### src/rtl/seq_sched_pkg.sv
// Shared definitions for the scheduled 1011 sequence-detector front end.
package seq_sched_pkg;

    // Raw FSM state encodings (3-bit)
    localparam logic [2:0] S_IDLE  = 3'd0;
    localparam logic [2:0] S_CLEAR = 3'd1;
    localparam logic [2:0] S_SHIFT = 3'd2;
    localparam logic [2:0] S_DRAIN = 3'd3;
    localparam logic [2:0] S_DONE  = 3'd4;

    typedef enum logic [2:0] {
        IDLE  = S_IDLE,
        CLEAR = S_CLEAR,
        SHIFT = S_SHIFT,
        DRAIN = S_DRAIN,
        DONE  = S_DONE
    } state_t;

    // Length of the serial pattern recognised by the shared detector
    localparam int unsigned PAT_LEN = 4;

endpackage

### src/rtl/seq_detect_sched_rr_arbiter.sv
// Combinational round-robin arbiter: first requester at or after ptr wins.
module rr_arbiter #(
    parameter int unsigned NUM_REQ = 4,
    parameter int unsigned ID_W    = 2
) (
    input  logic [NUM_REQ-1:0] req,
    input  logic [ID_W-1:0]    ptr,
    input  logic               en,
    output logic [NUM_REQ-1:0] grant,
    output logic [ID_W-1:0]    idx
);

    int unsigned cand;
    logic        found;

    // Scan requesters starting at ptr, wrapping, and take the first one asserted
    always_comb begin
        grant = '0;
        idx   = '0;
        found = 1'b0;
        cand  = 0;
        for (int unsigned i = 0; i < NUM_REQ; i++) begin
            cand = (32'(ptr) + i) % NUM_REQ;
            if (en && !found && (|(req & (NUM_REQ'(1) << cand)))) begin
                found = 1'b1;
                grant = NUM_REQ'(1) << cand;
                idx   = ID_W'(cand);
            end
        end
    end

endmodule

### src/rtl/seq_detect_sched.sv
// Time-shares one serial 1011 detector between word-level requesters and
// returns {requester id, match count} per word on a valid/ready port.
module seq_detect_sched
    import seq_sched_pkg::*;
#(
    parameter int unsigned NUM_REQ = 4,
    parameter int unsigned WORD_W  = 16,
    parameter int unsigned CNT_W   = 5,
    parameter int unsigned ID_W    = 2
) (
    input  logic                      clk,
    input  logic                      reset,
    input  logic [NUM_REQ-1:0]        req_valid,
    input  logic [NUM_REQ*WORD_W-1:0] req_data,
    output logic [NUM_REQ-1:0]        req_ready,
    output logic                      det_bit,
    output logic                      det_reset,
    input  logic                      det_seen,
    output logic                      res_valid,
    output logic [ID_W-1:0]           res_id,
    output logic [CNT_W-1:0]          res_count,
    input  logic                      res_ready
);

    localparam int unsigned       BCNT_W   = (WORD_W > 1) ? $clog2(WORD_W) : 1;
    localparam logic [BCNT_W-1:0] BIT_LAST = BCNT_W'(WORD_W - 1);
    localparam logic [CNT_W-1:0]  CNT_MAX  = '1;

    state_t              state;
    state_t              state_next;
    logic [ID_W-1:0]     rr_ptr;
    logic [WORD_W-1:0]   shift_reg;
    logic [BCNT_W-1:0]   bit_cnt;
    logic [CNT_W-1:0]    count;

    logic                arb_en;
    logic [NUM_REQ-1:0]  grant;
    logic [ID_W-1:0]     grant_idx;
    logic                grant_any;
    logic [WORD_W-1:0]   grant_word;
    logic [ID_W-1:0]     ptr_next;
    logic [CNT_W-1:0]    count_inc;
    logic                bit_last;

    // Arbitration only while idle and out of reset
    assign arb_en = (state == IDLE) && !reset;

    rr_arbiter #(
        .NUM_REQ (NUM_REQ),
        .ID_W    (ID_W)
    ) u_arb (
        .req   (req_valid),
        .ptr   (rr_ptr),
        .en    (arb_en),
        .grant (grant),
        .idx   (grant_idx)
    );

    assign grant_any  = |grant;
    assign req_ready  = grant;
    assign grant_word = WORD_W'(req_data >> (32'(grant_idx) * WORD_W));
    assign ptr_next   = ID_W'((32'(grant_idx) + 32'd1) % NUM_REQ);
    assign count_inc  = (det_seen && (count != CNT_MAX)) ? count + CNT_W'(1) : count;
    assign bit_last   = (bit_cnt == BIT_LAST);
    assign res_count  = count;

    // State register
    always_ff @(posedge clk or posedge reset) begin
        if (reset) begin
            state <= IDLE;
        end else begin
            state <= state_next;
        end
    end

    // Next-state and detector drive; detector is also cleared while reset is high
    always_comb begin
        state_next = state;
        det_bit    = 1'b0;
        det_reset  = reset;
        unique case (state)
            IDLE: begin
                if (grant_any) begin
                    state_next = CLEAR;
                end
            end
            CLEAR: begin
                det_reset  = 1'b1;
                state_next = SHIFT;
            end
            SHIFT: begin
                det_bit = shift_reg[WORD_W-1];
                if (bit_last) begin
                    state_next = DRAIN;
                end
            end
            DRAIN: begin
                state_next = DONE;
            end
            DONE: begin
                if (res_ready) begin
                    state_next = IDLE;
                end
            end
            default: begin
                state_next = IDLE;
            end
        endcase
    end

    // Datapath: capture on grant, shift MSB-first, count matches, hold result
    always_ff @(posedge clk or posedge reset) begin
        if (reset) begin
            rr_ptr    <= '0;
            shift_reg <= '0;
            bit_cnt   <= '0;
            count     <= '0;
            res_id    <= '0;
            res_valid <= 1'b0;
        end else begin
            res_valid <= (state_next == DONE);
            unique case (state)
                IDLE: begin
                    if (grant_any) begin
                        shift_reg <= grant_word;
                        res_id    <= grant_idx;
                        rr_ptr    <= ptr_next;
                        count     <= '0;
                        bit_cnt   <= '0;
                    end
                end
                SHIFT: begin
                    shift_reg <= shift_reg << 1;
                    bit_cnt   <= bit_cnt + BCNT_W'(1);
                    count     <= count_inc;
                end
                DRAIN: begin
                    count <= count_inc;
                end
                default: begin
                end
            endcase
        end
    end

endmodule

### config.mk
export PLATFORM = sky130hd
export DESIGN_NAME = seq_detect_sched
export DESIGN_NICKNAME = d
export VERILOG_FILES = /design/src/rtl/seq_sched_pkg.sv /design/src/rtl/seq_detect_sched_rr_arbiter.sv /design/src/rtl/seq_detect_sched.sv
export SDC_FILE = /design/constraint.sdc
export NUM_CORES = 1
export LEC_CHECK = 0
export BUFFER_PORTS_ARGS = -buffer_cell sky130_fd_sc_hd__buf_2
export CAP_MARGIN = 20
export CORE_ASPECT_RATIO = 0.6
export CORE_MARGIN = 5
export CORE_UTILIZATION = 35
export DETAILED_ROUTE_END_ITERATION = 12
export MAX_ROUTING_LAYER = met4
export PLACE_DENSITY = 0.67
export RECOVER_POWER = 25
export SLEW_MARGIN = 20
export SYNTH_ARGS = -nofsm -noshare
export SYNTH_HDL_FRONTEND = slang
export SYNTH_SLANG_ARGS = --single-unit
### constraint.sdc
create_clock -name clk -period 3.5 [get_ports clk]
set_clock_uncertainty 0.05 [all_clocks]
set_input_delay 0.35 -clock clk [delete_from_list [all_inputs] [get_ports clk]]
set_output_delay 0.35 -clock clk [all_outputs]
set_load 0.03 [all_outputs]
# ---- After elaboration in Yosys (flattened, before gate mapping)
# Index checks and enable logic that the tools add are counted.
# Widths: inputs -> output; s select.
dict set report op_classes {
  n_addsub 6
  bitwise_logic 4
  n_mux 24
  n_reduce_logical 25
  n_shift 5
  eq_ne 9
}
# cell n
set ops {}
lappend ops {{$shr 64x6->16} 1}
lappend ops {{$pmux 16 s2} 1}
lappend ops {{$mux 4} 5}
lappend ops {{$reduce_or 4->1} 5}
lappend ops {{$and 4x4->4} 4}
lappend ops {{$mux 16} 1}
lappend ops {{$shl 1x2->4 const A} 4}
lappend ops {{$pmux 3 s5} 1}
lappend ops {{$mux 5} 2}
lappend ops {{$pmux 5 s2} 1}
lappend ops {{$logic_and 1x1->1} 9}
lappend ops {{$mux 3} 3}
lappend ops {{$mux 2} 4}
lappend ops {{$pmux 4 s2} 1}
lappend ops {{$eq 3x2->1 const B} 2}
lappend ops {{$eq 3x3->1 const B} 2}
lappend ops {{$add 5x1->5 const B} 1}
lappend ops {{$mux 1} 5}
lappend ops {{$ne 5x5->1 const B} 1}
lappend ops {{$add 2x1->2 const B} 2}
lappend ops {{$add 2x2->2 const B} 2}
lappend ops {{$add 4x1->4 const B} 1}
lappend ops {{$eq 4x4->1 const B} 1}
lappend ops {{$logic_not 1->1} 4}
lappend ops {{8 further kinds} 10}
dict set report word_totals {
  regBits 33
  out_inout_bits 14
  word_cells 80
}

# ---- Depth between registers and ports, before layout
dict set report logic_depth {
  depth_word 21
  depth_mapped 13
  depth_no_buf 9
}

# ---- Modules after synthesis
# From an unflattened synthesis, not the netlist that was laid out.
dict set report hier_totals {
  cells_unflattened 202
  hier_area_um2 2417.3
}
# module n_inst area_per_inst_um2 cells_each
set modules_own_cells {}
lappend modules_own_cells {seq_detect_sched 1 1964.4 152}
lappend modules_own_cells {rr_arbiter 1 452.9 50}

# ---- Least setup slack after synthesis
# OpenSTA, ideal clock, no wires.
dict set report synth_timing {
  kind {reg-to-reg}
  from {register rr_ptr[0]}
  to {register count[0], in the netlist res_count[0]}
  t_arrival_ps 2995
  path_stages_with_launch 13
  path_slack_ps 315
  setup_time_ps 140
  path_buffers 3
  period_less_slack_ps 3185
  path_cell_list {dfrtp_1 -> inv_1 -> ha_1 -> a22oi_1 -> nand2_1 -> clkbuf_1 -> a2111o_1 -> a21oi_1 -> nor4_1 -> buf_2 -> buf_4 -> nand3_1 -> o21ai_0}
}
dict set report synth_via {
  elab_chain_len 20
}
# element line
set synth_lines {}
lappend synth_lines {{start: declaration} seq_detect_sched.sv:31} ;# logic [ID_W-1:0] rr_ptr;
lappend synth_lines {{start signal: assignment} seq_detect_sched.sv:127} ;# rr_ptr <= ptr_next;
lappend synth_lines {{$shl 1x2->4} {seq_detect_sched_rr_arbiter.sv:24, seq_detect_sched_rr_arbiter.sv:26}}
lappend synth_lines {{$and 4x4->4} seq_detect_sched_rr_arbiter.sv:24} ;# if (en && !found && (|(req & (NUM_REQ'(1) << cand)))) begin
lappend synth_lines {{$reduce_or 4->1} seq_detect_sched_rr_arbiter.sv:24}
lappend synth_lines {{$logic_and 1x1->1} seq_detect_sched_rr_arbiter.sv:24}
lappend synth_lines {{$mux 1} seq_detect_sched_rr_arbiter.sv:24}
lappend synth_lines {{$logic_not 1->1} seq_detect_sched_rr_arbiter.sv:24}
lappend synth_lines {{$logic_and 1x1->1 (2 in a row)} seq_detect_sched_rr_arbiter.sv:24}
lappend synth_lines {{$mux 1} seq_detect_sched_rr_arbiter.sv:24}
lappend synth_lines {{(+3 left out)} n/a}
lappend synth_lines {{$mux 1} seq_detect_sched_rr_arbiter.sv:24}
lappend synth_lines {{$logic_not 1->1} seq_detect_sched_rr_arbiter.sv:24}
lappend synth_lines {{$logic_and 1x1->1 (2 in a row)} seq_detect_sched_rr_arbiter.sv:24}
lappend synth_lines {{$mux 4 (*)} seq_detect_sched_rr_arbiter.sv:24}
lappend synth_lines {{via req_ready[0]} seq_detect_sched.sv:15} ;# output logic [NUM_REQ-1:0] req_ready,
lappend synth_lines {{$reduce_or 4->1 (*)} seq_detect_sched.sv:59} ;# assign grant_any = |grant;
lappend synth_lines {{$ne 2x2->1 (no line) (*)} n/a}
lappend synth_lines {{$reduce_and 3->1 (no line) (*)} n/a}
lappend synth_lines {{end signal: assignment} seq_detect_sched.sv:135} ;# count <= count_inc;
lappend synth_lines {{end signal: assignment} seq_detect_sched.sv:138} ;# count <= count_inc;
lappend synth_lines {{end: declaration} seq_detect_sched.sv:34} ;# logic [CNT_W-1:0] count;
# Mark *: on every way through the listed nets, which the timed path passes. The rest lies on a longest branch.
# A chain may end at the register's enable or synchronous reset.

# ---- Worst setup path in the final report
dict set report layout_timing {
  from {register rr_ptr[0]}
  to {register shift_reg[11]}
}
dict set report layout_via {
  elab_chain_len 20
}
# element line
set layout_lines {}
lappend layout_lines {{$shl 1x2->4} {seq_detect_sched_rr_arbiter.sv:24, seq_detect_sched_rr_arbiter.sv:26}}
lappend layout_lines {{$and 4x4->4} seq_detect_sched_rr_arbiter.sv:24}
lappend layout_lines {{$reduce_or 4->1} seq_detect_sched_rr_arbiter.sv:24}
lappend layout_lines {{$logic_and 1x1->1} seq_detect_sched_rr_arbiter.sv:24}
lappend layout_lines {{$mux 1} seq_detect_sched_rr_arbiter.sv:24}
lappend layout_lines {{$logic_not 1->1} seq_detect_sched_rr_arbiter.sv:24}
lappend layout_lines {{$logic_and 1x1->1 (2 in a row)} seq_detect_sched_rr_arbiter.sv:24}
lappend layout_lines {{$mux 1} seq_detect_sched_rr_arbiter.sv:24}
lappend layout_lines {{$logic_not 1->1} seq_detect_sched_rr_arbiter.sv:24}
lappend layout_lines {{$logic_and 1x1->1 (2 in a row)} seq_detect_sched_rr_arbiter.sv:24}
lappend layout_lines {{$mux 1} seq_detect_sched_rr_arbiter.sv:24}
lappend layout_lines {{$logic_not 1->1} seq_detect_sched_rr_arbiter.sv:24}
lappend layout_lines {{$logic_and 1x1->1 (2 in a row)} seq_detect_sched_rr_arbiter.sv:24}
lappend layout_lines {{$mux 2 or $mux 4 (tied branches)} seq_detect_sched_rr_arbiter.sv:24}
lappend layout_lines {{$shr 64x6->16 or $reduce_or 4->1 (tied branches)} {seq_detect_sched.sv:61, seq_detect_sched.sv:59}}
lappend layout_lines {{$mux 16 or $ne 2x2->1 (tied branches)} n/a}
lappend layout_lines {{$pmux 16 s2 or $reduce_and 2->1 (tied branches)} n/a}
lappend layout_lines {{end signal: assignment} seq_detect_sched.sv:125} ;# shift_reg <= grant_word;
lappend layout_lines {{end signal: assignment} seq_detect_sched.sv:133} ;# shift_reg <= shift_reg << 1;
lappend layout_lines {{end: declaration} seq_detect_sched.sv:32} ;# logic [WORD_W-1:0] shift_reg;
# Several ways; a longest one is shown, not always the timed one. The select of a mux whose other input is x is not followed.

==> flow_metrics.env <==
export IMPL_cts_tree="done"
export IMPL_dr_pass1_iters=4
export IMPL_r2r_end="shift_reg[11]"
export IMPL_antenna_found_initial=0
export IMPL_grt_pass1_vias=2723
export IMPL_hold_class="in -> reg"
export IMPL_io_buffers=85
export IMPL_htreeDepth=2
export IMPL_syn_avg_cell_area_um2=8.71
export IMPL_final_nets=469
export IMPL_async_flop_share_pct=100
export IMPL_numCtsBuffers=5
export IMPL_synth_most_common_cell="dfrtp_1"
export IMPL_criticalPathCategory="reg -> reg"
export IMPL_rows=24
export IMPL_dpl_hpwl_um=5820
export IMPL_cts_buffer_depth=2
export IMPL_core_area_um2=7300
export IMPL_crit_path_start_kind="register"
export IMPL_postSynthCellCount=304
export IMPL_r2r_start="rr_ptr[0]"
export IMPL_max_cap_violations=1
export IMPL_netlist_area_um2=2650
export IMPL_violations="max-capacitance violations, max-slew violations"
export IMPL_crit_path_start="rr_ptr[0]"
export IMPL_worstRegToRegCells=9
export IMPL_whs_endpoint="res_valid"
export IMPL_setup_viol=0
export IMPL_ys_flop_type="dfrtp_1"
export IMPL_relSlewSlack_pct=-24.8
export IMPL_initial_core_util_pct=36.3
export IMPL_peakVddDrop_uv=370
export IMPL_final_core_util_pct=45.9
export IMPL_required_ns=3.61
export IMPL_routed_wl_um=7730
export IMPL_largest_register_ff_count=16
export IMPL_end_kind="register"
export IMPL_fin_hold_ws_ns=0.320
export IMPL_hold_buffers=0
export IMPL_synth_nets=387
export IMPL_grtUsageTotal_pct=16.9
export IMPL_worstHoldStart="res_ready"
export IMPL_max_freq_ghz=0.295
export IMPL_instances_no_fill=491
export IMPL_synthDistinctLibCells=47
export IMPL_vias=2715
export IMPL_synth_top_cell_area_share_pct=31.2
export IMPL_rrSetupSlack_ns=0.11
export IMPL_cp_arrival_ns=3.50
export IMPL_dieArea_um2=9460
export IMPL_timing_final_hold_violations=0
export IMPL_avgRoutedWirePerCell_um=15.7
export IMPL_die_w_um=122
export IMPL_num_antenna_cells=0
export IMPL_multi_input_area_um2=1640
export IMPL_insertion_delay_ns=0.27
export IMPL_status="finished, violations left"
export IMPL_ys_top_cells_by_area="dfrtp_1 31%, o211ai_1 7.7%, mux2_2 6.4%, a21oi_1 5.5%, ha_1 5.2%"
export IMPL_min_path_cells=3
export IMPL_ant_nets=0
export IMPL_fin_tns_setup_ns=0
export IMPL_total_power_w=0.00339
export IMPL_place_congestion=0.886
export IMPL_clock_sinks=33
export IMPL_drv_slew=34
export IMPL_drcViolationCount=0
export IMPL_io_pins=86
export IMPL_synth_edf_count=0
export IMPL_period_share_pct=96.9
export IMPL_grt_max_degree=38
export IMPL_drtIter0Drc=153
export IMPL_yosysWarnings=0
export IMPL_root_buffer="clkbuf_16"
export IMPL_vias_per_cell=5.53
export IMPL_seqCellArea_um2=826
export IMPL_grt_ovfl_total=0
export IMPL_nFillCells=736
export IMPL_p_leak_nw=1.56
export IMPL_ys_seq_area_share_pct=31.2
export IMPL_grt_pass1_wl_um=12800
export IMPL_placed_cells=481
export IMPL_yosys_area_top_type="dfrtp_1"
export IMPL_synth_common_cells="33 x dfrtp_1, 29 x a21oi_1, 28 x nand2_1"
export IMPL_p_per_area_nw_per_um2=1010
export IMPL_tightest_slew_ns=1.87
export IMPL_areaGrowthSynthToFinish_pct=26.6
export IMPL_layout_drive_gt1_share_pct=33.6
export IMPL_crit_fanout=16
export IMPL_layout_min_cycle_time_ns=3.39
export IMPL_clkTransAtPathRegs_ns=0.05
export IMPL_synth_seq_cells=33
export IMPL_fp_dieH_um=77.4
## timing repair
item | in CTS | in global routing
gates resized for setup | 0 | 2
buffers inserted | 0 | 2
endpoints found under the setup margin | 0 | 12
## per-layer routing
layer / track usage [%] / vias up / wire length (µm)
met1: 23.5 / 1285 / 3750
met3: 3.63 / 10 / 470
met2: 25.0 / 103 / 3410
met4: 4.58 / 0 / 98
li1: - / 1317 / -
met5: - / - / 0
## report_power, final
part | switching (W) | internal [W] | leakage [nW]
combinational | 0.00137 | 0.000885 | 1.09
sequential | 0.000143 | 0.000575 | 0.408
clock | 0.000156 | 0.000261 | 0.0706
total | 0.00167 | 0.00172 | 1.56
## worst max path at each step
stage	slack (ns)	cells past startpoint	endpoint
2_1_floorplan	0.31	12	res_count[0]
3_3_place_gp	0.36	10	shift_reg[13]
3_5_place_dp	0.14	10	shift_reg[11]
4_1_cts	0.05	10	shift_reg[11]
5_1_grt	-0.03	10	shift_reg[11]
6_report	0.11	9	shift_reg[11]
## cells by family after synthesis
group / share of synthesized area (%)
AO/OA/AOI/OAI: 30.9
AND/OR/NAND/NOR: 15.5
buffers and inverters: 7.42
flip-flops: 31.2
multiplexers: 9.40
adder cells (fa/ha/maj): 5.20
XOR/XNOR: 0.331
## critical path: stages, from the launching register on
cell      delay [ns]
dfrtp_1         0.45
inv_1           0.16
ha_1            0.31
a22oi_1         0.43
nand2_2         0.26
nor4_1          0.42
a21oi_1         0.14
or4_1           0.53
buf_4           0.22
o311ai_1        0.29
## final cells by class
cell class / instances / area share [%]
clock inverters: 2 / 0.299
repair buffers: 99 / 16.4
well taps: 104 / 3.88
inverters: 17 / 1.90
multi-input cells: 230 / 49.0
flip-flops and latches: 33 / 24.6
clock buffers: 6 / 3.85
## layout by cell type, fill, tap and decap left out, types with 2 or more instances in the layout
cell type and count:
clkbuf_16 5, and2_1 3, buf_2 84, mux2_2 15, a31oi_1 2, clkinv_2 2
buf_4 11, nand3_1 14, mux2i_1 8, o21ai_0 6, nor2_1 16, a22o_1 4
o211ai_1 27, ha_1 11, nand2b_1 2, buf_12 2, and3_1 2, o21ai_1 3
inv_1 17, a2111o_1 5, nor3b_1 2, a22oi_1 7, o22a_1 5, a211oi_1 2
o221ai_1 11, nand2_1 27, dfrtp_1 33, nor2b_1 4, a21oi_1 29, clkbuf_1 3
nor4_1 4
## per-stage QoR
step	setup WS [ns]	cell area [µm²]
finish	0.109	3350
global placement	0.360	3190
floorplan	0.315	2650
global route	-0.0260	3350
CTS	0.0510	3330
detailed placement	0.142	3190
Note: power is estimated with default switching activity, not from simulation.
